<file path="config.mk">
export PLATFORM = sky130hd
export DESIGN_NAME = alu_seq_flat
export DESIGN_NICKNAME = d
export VERILOG_FILES = /design/src/rtl/alu_seq_if.sv /design/src/rtl/alu_seq.sv /design/src/flat_wrapper.sv
export SDC_FILE = /design/constraint.sdc
export NUM_CORES = 1
export LEC_CHECK = 0
export BUFFER_PORTS_ARGS = -buffer_cell sky130_fd_sc_hd__buf_2
export CORE_MARGIN = 2
export CORE_UTILIZATION = 48
export CTS_CLUSTER_SIZE = 12
export DETAILED_ROUTE_END_ITERATION = 7
export GPL_ROUTABILITY_DRIVEN = 0
export PLACE_DENSITY = 0.66
export SLEW_MARGIN = 20
export SYNTH_ARGS = -nofsm -noshare
export SYNTH_HDL_FRONTEND = slang
export SYNTH_SLANG_ARGS = --single-unit
</file>
<file path="constraint.sdc">
create_clock -name clk -period 4.9 [get_ports clk]
set_input_delay 0.245 -clock clk [delete_from_list [all_inputs] [get_ports clk]]
set_output_delay 0.245 -clock clk [all_outputs]
set_load 0.01 [all_outputs]
</file>
<file path="src/rtl/alu_seq_if.sv">
// Request/response bundle between the datapath control FSM and the sequential ALU.
// The master drives a request; the slave (the ALU) returns status, result and flags.
interface alu_seq_if #(
    parameter int WIDTH = 32
) ();
    logic             start;
    logic [3:0]       command;
    logic [WIDTH-1:0] operand_a;
    logic [WIDTH-1:0] operand_b;
    logic             busy;
    logic             done;
    logic [WIDTH-1:0] result;
    logic             carryout;
    logic             overflow;
    logic             zero;
    logic             illegal;

    modport master (
        output start, command, operand_a, operand_b,
        input  busy, done, result, carryout, overflow, zero, illegal
    );

    modport slave (
        input  start, command, operand_a, operand_b,
        output busy, done, result, carryout, overflow, zero, illegal
    );
endinterface

</file>
<file path="src/rtl/alu_seq.sv">
// Registered ALU with a start/busy/done handshake: single-cycle base ops and SLTU,
// plus an iterative shift-add MULLO that holds busy for the duration of the multiply.
//
//   state | meaning
//   IDLE  | ready; base ops complete on the accept edge
//   MUL   | shift-add multiply in progress, busy high
module alu_seq #(
    parameter int WIDTH      = 32,
    parameter bit ENABLE_MUL = 1'b1
) (
    input  logic      clk,
    input  logic      reset,
    alu_seq_if.slave  bus
);
    localparam int CW  = $clog2(WIDTH);
    localparam int MSB = WIDTH - 1;

    localparam logic [3:0] CMD_ADD   = 4'b0000;
    localparam logic [3:0] CMD_SUB   = 4'b0001;
    localparam logic [3:0] CMD_XOR   = 4'b0010;
    localparam logic [3:0] CMD_SLT   = 4'b0011;
    localparam logic [3:0] CMD_AND   = 4'b0100;
    localparam logic [3:0] CMD_NAND  = 4'b0101;
    localparam logic [3:0] CMD_NOR   = 4'b0110;
    localparam logic [3:0] CMD_OR    = 4'b0111;
    localparam logic [3:0] CMD_SLTU  = 4'b1000;
    localparam logic [3:0] CMD_MULLO = 4'b1001;

    typedef enum logic {IDLE, MUL} state_t;

    state_t state_q, state_d;

    logic [WIDTH-1:0] result_q;
    logic             carry_q;
    logic             ovf_q;
    logic             zero_q;
    logic             ill_q;
    logic             done_q;

    logic [WIDTH-1:0] mcand_q;
    logic [WIDTH-1:0] mplier_q;
    logic [WIDTH-1:0] acc_q;
    logic [CW-1:0]    cnt_q;

    logic             alu_accept;
    logic             mul_start;
    logic             mul_last;
    logic             is_mul;

    logic [WIDTH:0]   sum;
    logic [WIDTH:0]   diff;
    logic [WIDTH-1:0] b_inv;
    logic             add_ovf;
    logic             sub_ovf;
    logic [WIDTH-1:0] alu_res;
    logic             alu_co;
    logic             alu_ov;
    logic             alu_ill;
    logic [WIDTH-1:0] mul_sum;

    assign is_mul = ENABLE_MUL && (bus.command == CMD_MULLO);

    // Overflow is carry into MSB XOR carry out of MSB; carry-in is recovered from the sum bit.
    assign b_inv   = ~bus.operand_b;
    assign sum     = {1'b0, bus.operand_a} + {1'b0, bus.operand_b};
    assign diff    = {1'b0, bus.operand_a} + {1'b0, b_inv} + (WIDTH+1)'(1);
    assign add_ovf = (bus.operand_a[MSB] ^ bus.operand_b[MSB] ^ sum[MSB]) ^ sum[WIDTH];
    assign sub_ovf = (bus.operand_a[MSB] ^ b_inv[MSB] ^ diff[MSB]) ^ diff[WIDTH];

    always_comb begin
        alu_res = '0;
        alu_co  = 1'b0;
        alu_ov  = 1'b0;
        alu_ill = 1'b0;
        case (bus.command)
            CMD_ADD: begin
                alu_res = sum[WIDTH-1:0];
                alu_co  = sum[WIDTH];
                alu_ov  = add_ovf;
            end
            CMD_SUB: begin
                alu_res = diff[WIDTH-1:0];
                alu_co  = diff[WIDTH];
                alu_ov  = sub_ovf;
            end
            CMD_XOR:  alu_res = bus.operand_a ^ bus.operand_b;
            CMD_SLT: begin
                alu_res = {{(WIDTH-1){1'b0}}, diff[MSB] ^ sub_ovf};
                alu_ov  = sub_ovf;
            end
            CMD_AND:  alu_res = bus.operand_a & bus.operand_b;
            CMD_NAND: alu_res = ~(bus.operand_a & bus.operand_b);
            CMD_NOR:  alu_res = ~(bus.operand_a | bus.operand_b);
            CMD_OR:   alu_res = bus.operand_a | bus.operand_b;
            CMD_SLTU: alu_res = {{(WIDTH-1){1'b0}}, ~diff[WIDTH]};
            CMD_MULLO: alu_ill = !ENABLE_MUL;
            default:  alu_ill = 1'b1;
        endcase
    end

    always_ff @(posedge clk) begin
        if (reset) state_q <= IDLE;
        else       state_q <= state_d;
    end

    always_comb begin
        state_d    = state_q;
        alu_accept = 1'b0;
        mul_start  = 1'b0;
        mul_last   = 1'b0;
        case (state_q)
            IDLE: begin
                if (bus.start) begin
                    if (is_mul) begin
                        mul_start = 1'b1;
                        state_d   = MUL;
                    end else begin
                        alu_accept = 1'b1;
                    end
                end
            end
            MUL: begin
                if (cnt_q == CW'(1)) begin
                    mul_last = 1'b1;
                    state_d  = IDLE;
                end
            end
            default: state_d = IDLE;
        endcase
    end

    assign mul_sum = mplier_q[0] ? (acc_q + mcand_q) : acc_q;

    // Bit 0 is folded into the load so WIDTH bits finish in WIDTH-1 MUL cycles.
    always_ff @(posedge clk) begin
        if (reset) begin
            result_q <= '0;
            carry_q  <= 1'b0;
            ovf_q    <= 1'b0;
            zero_q   <= 1'b1;
            ill_q    <= 1'b0;
            done_q   <= 1'b0;
            mcand_q  <= '0;
            mplier_q <= '0;
            acc_q    <= '0;
            cnt_q    <= '0;
        end else begin
            done_q <= 1'b0;
            ill_q  <= 1'b0;
            if (alu_accept) begin
                result_q <= alu_res;
                carry_q  <= alu_co;
                ovf_q    <= alu_ov;
                zero_q   <= (alu_res == '0);
                ill_q    <= alu_ill;
                done_q   <= 1'b1;
            end
            if (mul_start) begin
                acc_q    <= bus.operand_b[0] ? bus.operand_a : '0;
                mcand_q  <= bus.operand_a << 1;
                mplier_q <= bus.operand_b >> 1;
                cnt_q    <= CW'(WIDTH - 1);
            end
            if (state_q == MUL) begin
                acc_q    <= mul_sum;
                mcand_q  <= mcand_q << 1;
                mplier_q <= mplier_q >> 1;
                cnt_q    <= cnt_q - CW'(1);
                if (mul_last) begin
                    result_q <= mul_sum;
                    carry_q  <= 1'b0;
                    ovf_q    <= 1'b0;
                    zero_q   <= (mul_sum == '0);
                    done_q   <= 1'b1;
                end
            end
        end
    end

    assign bus.busy     = (state_q == MUL);
    assign bus.done     = done_q;
    assign bus.result   = result_q;
    assign bus.carryout = carry_q;
    assign bus.overflow = ovf_q;
    assign bus.zero     = zero_q;
    assign bus.illegal  = ill_q;
endmodule
</file>
<file path="src/flat_wrapper.sv">
// flat-port wrapper written by rule: the top's interface ports become plain ports
module alu_seq_flat 
#(
    parameter int WIDTH      = 32,
    parameter bit ENABLE_MUL = 1'b1
)
  (clk, reset, bus_start, bus_command, bus_operand_a, bus_operand_b, bus_busy, bus_done, bus_result, bus_carryout, bus_overflow, bus_zero, bus_illegal);
  alu_seq_if #(.WIDTH(WIDTH)) bus_i ();
  input  logic clk;
  input  logic reset;
  input wire logic [$bits(bus_i.start)-1:0] bus_start;
  input wire logic [$bits(bus_i.command)-1:0] bus_command;
  input wire logic [$bits(bus_i.operand_a)-1:0] bus_operand_a;
  input wire logic [$bits(bus_i.operand_b)-1:0] bus_operand_b;
  output wire logic [$bits(bus_i.busy)-1:0] bus_busy;
  output wire logic [$bits(bus_i.done)-1:0] bus_done;
  output wire logic [$bits(bus_i.result)-1:0] bus_result;
  output wire logic [$bits(bus_i.carryout)-1:0] bus_carryout;
  output wire logic [$bits(bus_i.overflow)-1:0] bus_overflow;
  output wire logic [$bits(bus_i.zero)-1:0] bus_zero;
  output wire logic [$bits(bus_i.illegal)-1:0] bus_illegal;
  assign bus_i.start = bus_start;
  assign bus_i.command = bus_command;
  assign bus_i.operand_a = bus_operand_a;
  assign bus_i.operand_b = bus_operand_b;
  assign bus_busy = bus_i.busy;
  assign bus_done = bus_i.done;
  assign bus_result = bus_i.result;
  assign bus_carryout = bus_i.carryout;
  assign bus_overflow = bus_i.overflow;
  assign bus_zero = bus_i.zero;
  assign bus_illegal = bus_i.illegal;
  alu_seq #(.WIDTH(WIDTH), .ENABLE_MUL(ENABLE_MUL)) u_core (.clk(clk), .reset(reset), .bus(bus_i));
endmodule
</file>
==> flow_summary.json, run 1 <==
{
  "synthTopCellsByCount": "a21oi_1, nand2_1, nor2_1",
  "syn-num-nets": 2198,
  "setup_violations": 0,
  "io_buffer_count": 108,
  "relSlewSlack_pct": 22.0,
  "cp-end-kind": "register",
  "final_layout_size_suffix_gt1_share_pct": 11.1,
  "cts_setup_buffers": 0,
  "antenna_found_initial": 1,
  "fillers": 2893,
  "synth_top_area_share_pct": 19.3,
  "die_width_um": 176,
  "synth-edff-count": 0,
  "synth_cells": 1996,
  "crit_required_ps": 5240,
  "fin_setup_tns_ps": 0,
  "cts_tree": "done",
  "p_per_area_mw_per_mm2": 234,
  "r2r_slack_ps": 840,
  "cp_slowest_cell": "a311oi_1",
  "peakVddDrop_mv": 0.274,
  "path_clk_slew_ps": 70,
  "worst-slew-pin-transition_ps": 1170,
  "clk_latency_ps": 450,
  "ctsResizeCount": 0,
  "h-tree-depth": 4,
  "grt_pass1_wl_um": 81800,
  "overflow": 0,
  "place_area_mm2": 0.0149,
  "arrival_ps": 4400,
  "slowest_delay_ps": 500,
  "cts_root_buf": "clkbuf_16",
  "dieHeight_um": 176,
  "via_per_inst": 6.53,
  "holdBufCountCts": 0,
  "grt_pass1_vias": 14300,
  "fin_crit_ps": 4060,
  "crit_fanout": 5,
  "worst_setup_path_start_kind": "register",
  "grtUsageTotal_pct": 33.7,
  "clock_path_buffers": 2,
  "syn_area_mm2": 0.0142,
  "synth_flop_cell": "dfxtp_1",
  "die-area_mm2": 0.0311,
  "cp_common_cell": "o21ai_1",
  "grt_max_degree": 93,
  "drtPass1Iterations": 6,
  "leakagePower_nw": 6.43,
  "vias": 15800,
  "max_freq_mhz": 246,
  "synthTopCellsByArea": "dfxtp_1, ha_1, a21oi_1, nand2_1, nor2_1",
  "skew_ps": 14.6,
  "placed_cells": 2384,
  "final_nets": 2216,
  "cts_buffers": 17,
  "syn-mean-instance-area_um2": 7.13,
  "power_mw": 3.63,
  "status": "finished clean",
  "dr.first_iter.drc_count": 2029,
  "core_mm2": 0.0294,
  "detail-route-antenna-nets": 0,
  "criticalPathCategory": "reg2reg",
  "dpl.hpwl_um": 40100,
  "yosysSeqAreaShare_pct": 19.3,
  "finalWirelength_um": 53400,
  "path_cells": "ha_1, inv_1, fa_1, nor2b_1, o311a_1, o21ai_1, a21oi_1, o21ai_1, a311oi_1, a21oi_1, a211oi_1, xor2_1, o21ai_1, o21a_1",
  "yosysTopAreaCell": "dfxtp_1",
  "yosysMostFrequentCell": "a21oi_1",
  "rsz0062_at_grt": "no",
  "area_delta_synth_final_pct": 9.02,
  "synth_warnings": 0,
  "drv_cap": 0,
  "final_area_mm2": 0.0155,
  "finalMaxSlewViolations": 0,
  "row_count": 63,
  "drc": 0,
  "worstHoldPathCells": 3,
  "synth_cell_types": 100,
  "hp-class": "in2reg",
  "fin_crit_sh_pct": 82.9,
  "ios": 109,
  "start_util_pct": 48.4,
  "r2r_cells": 14,
  "synth-async-reset-ratio_pct": 0,
  "wire_per_inst_um": 22.1,
  "cts_sinks": 137,
  "hold_viol_final": 0,
  "fin_cells": 2418,
  "ys_ff_latch": 137
}
## logic make-up after synthesis
kind of cell | after synthesis | synth area share (%)
AND/OR/NAND/NOR | 697 | 22.9
AO/OA/AOI/OAI | 662 | 31.4
buffers and inverters | 257 | 7.20
flip-flops | 137 | 19.3
adder cells (fa/ha/maj) | 131 | 11.7
multiplexers | 64 | 4.61
XOR/XNOR | 48 | 2.95
## through the flow
stage | worst slack, ps | hold slack (ps) | util, %
3_5_place_dp | 861 | 475 | 50.7
5_1_grt | 493 | 149 | 52.8
3_3_place_gp | 894 | 464 | 50.7
6_report | 839 | 157 | 52.8
4_1_cts | 1040 | 149 | 52.7
2_1_floorplan | 1680 | 415 | -
## where the power goes
group	leakage [nW]	total (mW)	internal (mW)	switching (mW)
clock network	0.273	1.33	0.724	0.602
registers	1.12	1.20	1.16	0.0425
logic	5.04	1.10	0.380	0.722
## per-layer routing
metal / up-vias / global-route usage, % / part of all wire (%)
met5: - / 0 / 0
met4: 0 / 22.2 / 7.6
met3: 176 / 5.38 / 8.7
met2: 919 / 50.5 / 42
met1: 7379 / 44.8 / 42
li1: 7308 / - / -
## sequential cells by signal, summed over array words and instances (netlist names)
signal and flops:
u_core.mplier_q 31, u_core.bus.overflow 1, u_core.bus.carryout 1, u_core.bus.illegal 1, u_core.cnt_q 5, u_core.bus.zero 1, u_core.bus.done 1, u_core.bus.busy 1
u_core.mcand_q 31, u_core.acc_q 32, u_core.bus.result 32
## critical path: cells and delay by family, from the launching register on
kind,cells,cell delay (ps)
fa+ha+maj,2,600
simple gates,1,250
xor+xnor,1,290
compound gates,9,2370
flops,1,390
buf+inv,1,60
## worst paths after layout
path                       start               endpoint
min                    bus_start     u_core.bus.illegal
max            u_core.mcand_q[1]  u_core.bus.result[31]
min reg2reg  u_core.mplier_q[19]    u_core.mplier_q[18]
max reg2reg    u_core.mcand_q[1]  u_core.bus.result[31]
## area by class of cell
class	instances	area [um2]	share of cell area (%)
antenna	1	2.50	0.0161
multi-input combinational	1602	10500	67.7
inverter	124	465	3.00
tap	390	488	3.14
timing repair buffer	132	743	4.79
clock buffer	18	439	2.83
sequential	137	2750	17.7
clock inverter	14	135	0.871
## placed cells by master (no fill, tap or decap), types with 14 or more instances in the layout
cell	synthesis	routed
nand2b_1	16	16
or3_1	16	15
buf_4	4	24
a31oi_1	14	14
a2111oi_0	17	17
dfxtp_1	137	135
a211oi_1	69	69
xnor2_1	39	39
a21oi_1	248	248
ha_1	128	128
o21a_1	14	14
o31ai_1	14	14
nand2_1	214	214
buf_2	24	107
nor2b_1	19	19
nor2_1	210	209
nor3_1	69	67
nand4_1	20	20
nand3_1	35	35
o21ai_0	62	62
mux2i_1	51	51
o21bai_1	20	20
nor4_1	29	28
clkbuf_16	0	17
inv_1	119	119
a21o_1	19	19
o211ai_1	23	23
No activity file was read; power rests on OpenSTA's default activity.
==> run 2: changes to the inputs <==
==> constraint.sdc (replaced) <==
create_clock -name clk -period 4.1 [get_ports clk]
set_input_delay 0.205 -clock clk [delete_from_list [all_inputs] [get_ports clk]]
set_output_delay 0.205 -clock clk [all_outputs]
set_load 0.01 [all_outputs]
==> flow_summary.json, run 2 (same netlist as run 1, synthesis figures left out) <==
{
  "fin_crit_ps": 3850,
  "layout_common_cells": "a21oi_1, nand2_1, nor2_1",
  "path_clk_slew_ps": 60,
  "finalWirelength_um": 53800,
  "rsz0062_at_grt": "no",
  "row_count": 63,
  "dieHeight_um": 176,
  "grt_pass1_vias": 14500,
  "multiInputGateArea_mm2": 0.0105,
  "finalMaxSlewViolations": 0,
  "p_per_area_mw_per_mm2": 290,
  "max_freq_mhz": 260,
  "leakagePower_nw": 6.59,
  "path_cells": "buf_2, inv_1, ha_1, nor2b_1, a2111oi_2, nand4_1, o21a_1, or3b_1, a31oi_1, nand3_1, nor4_1, nand4_1, nor2_1, or3b_1, o211ai_2",
  "final_layout_size_suffix_gt1_share_pct": 12.3,
  "cp_slowest_cell": "ha_1",
  "drc": 0,
  "hp-start": "bus_start",
  "crit_start": "bus_operand_a[13]",
  "relSlewSlack_pct": 22.6,
  "worst_setup_path_start_kind": "input pin",
  "r2r_slack_ps": 330,
  "criticalPathCategory": "in2reg",
  "clk_latency_ps": 450,
  "status": "finished clean",
  "fin_cells": 2443,
  "grt_pass1_wl_um": 82200,
  "antenna_found_initial": 1,
  "ios": 109,
  "start_util_pct": 48.4,
  "placed_cells": 2411,
  "arrival_ps": 4230,
  "final_common_cell": "a21oi_1",
  "fin_setup_tns_ps": 0,
  "peakVddDrop_mv": 0.301,
  "final_nets": 2242,
  "drtPass1Iterations": 6,
  "worst-slew-pin-transition_ps": 1160,
  "worstReg2RegEnd": "u_core.bus.result[31]",
  "crit_fanout": 13,
  "cts_sinks": 137,
  "cp-end-kind": "register",
  "setup_violations": 0,
  "vias": 15800,
  "clock_path_buffers": 2,
  "die-area_mm2": 0.0311,
  "hold_viol_final": 0,
  "grtUsageTotal_pct": 34.0,
  "r2r_cells": 15,
  "via_per_inst": 6.45,
  "overflow": 0,
  "detail-route-antenna-nets": 0,
  "seq_area_mm2": 0.00275,
  "cts_tree": "done",
  "cts_root_buf": "clkbuf_16",
  "wire_per_inst_um": 22.0,
  "dr.first_iter.drc_count": 1869,
  "dpl.hpwl_um": 40800,
  "min_to": "u_core.bus.illegal",
  "skew_ps": 6.55,
  "hp-class": "in2reg",
  "die_width_um": 176,
  "grt_max_degree": 96,
  "core_mm2": 0.0294,
  "area_delta_synth_final_pct": 10.9,
  "worstHoldPathCells": 3,
  "fillers": 2884,
  "cts_buffers": 17,
  "regToRegStartpoint": "u_core.acc_q[1]",
  "fin_crit_sh_pct": 93.9,
  "drv_cap": 0,
  "crit_required_ps": 4480,
  "io_buffer_count": 108,
  "h-tree-depth": 4,
  "slowest_delay_ps": 570
}
-- run 2: cell count changes in the layout (fill, tap and decap cells not counted), sizes merged --
cell	previous run	this run
clkinv	4	8
clkinvlp	4	1
inv	129	123
bufinv	1	5
buf	132	158
-- run 2: metal layers --
layer | vias up | global-route usage [%] | routed length, um
li1 | 7345 | - | -
met1 | 7352 | 43.5 | 22100
met2 | 883 | 52.2 | 22700
met3 | 181 | 4.82 | 4450
met4 | 0 | 25.1 | 4530
met5 | - | 0 | 0
-- run 2: critical path, delay by kind of cell --
kind                     cells  cell delay, ps
AND/OR/NAND/NOR              8            2000
AO/OA/AOI/OAI                4            1210
buffers and inverters        2             240
adder cells (fa/ha/maj)      1             570
-- run 2: repair_timing --
item	4_1_cts	5_1_grt
gates resized for setup	0	1
setup buffers	0	0
hold buffers	0	0
setup endpoints to repair	0	4
-- run 2: through the flow --
stage	setup WS (ps)	total power [mW]	util (%)	cell area [um2]	hold WS, ps
floorplan	918	2.33	-	14200	375
global placement	64.4	2.74	51.5	15100	463
detailed placement	36.9	2.76	51.5	15100	475
CTS	251	4.54	53.7	15800	112
global route	28.0	4.73	53.7	15800	124
finish	251	4.57	53.7	15800	124
-- run 2: how the worst max path moves through the flow --
stage | to | slack (ps) | cells past startpoint
6_report | u_core.bus.zero | 250 | 15
4_1_cts | u_core.bus.result[31] | 250 | 15
3_3_place_gp | u_core.bus.zero | 60 | 15
5_1_grt | u_core.bus.result[31] | 30 | 15
3_5_place_dp | u_core.bus.zero | 40 | 15
2_1_floorplan | u_core.bus.zero | 920 | 14
-- run 2: layout make-up --
class	instances	share of cell area, %
inverters	124	2.95
multi-input cells	1602	66.5
clock inverters	13	1.38
repair buffers	158	5.89
flip-flops and latches	137	17.4
diodes	1	0.0158
well taps	390	3.09
clock buffers	18	2.78
-- run 2: where the power goes --
| part | internal [mW] | switching (mW) |
|---|---|---|
| logic | 0.474 | 0.876 |
| clock network | 1.10 | 0.691 |
| registers | 1.38 | 0.0501 |
| total | 2.96 | 1.62 |
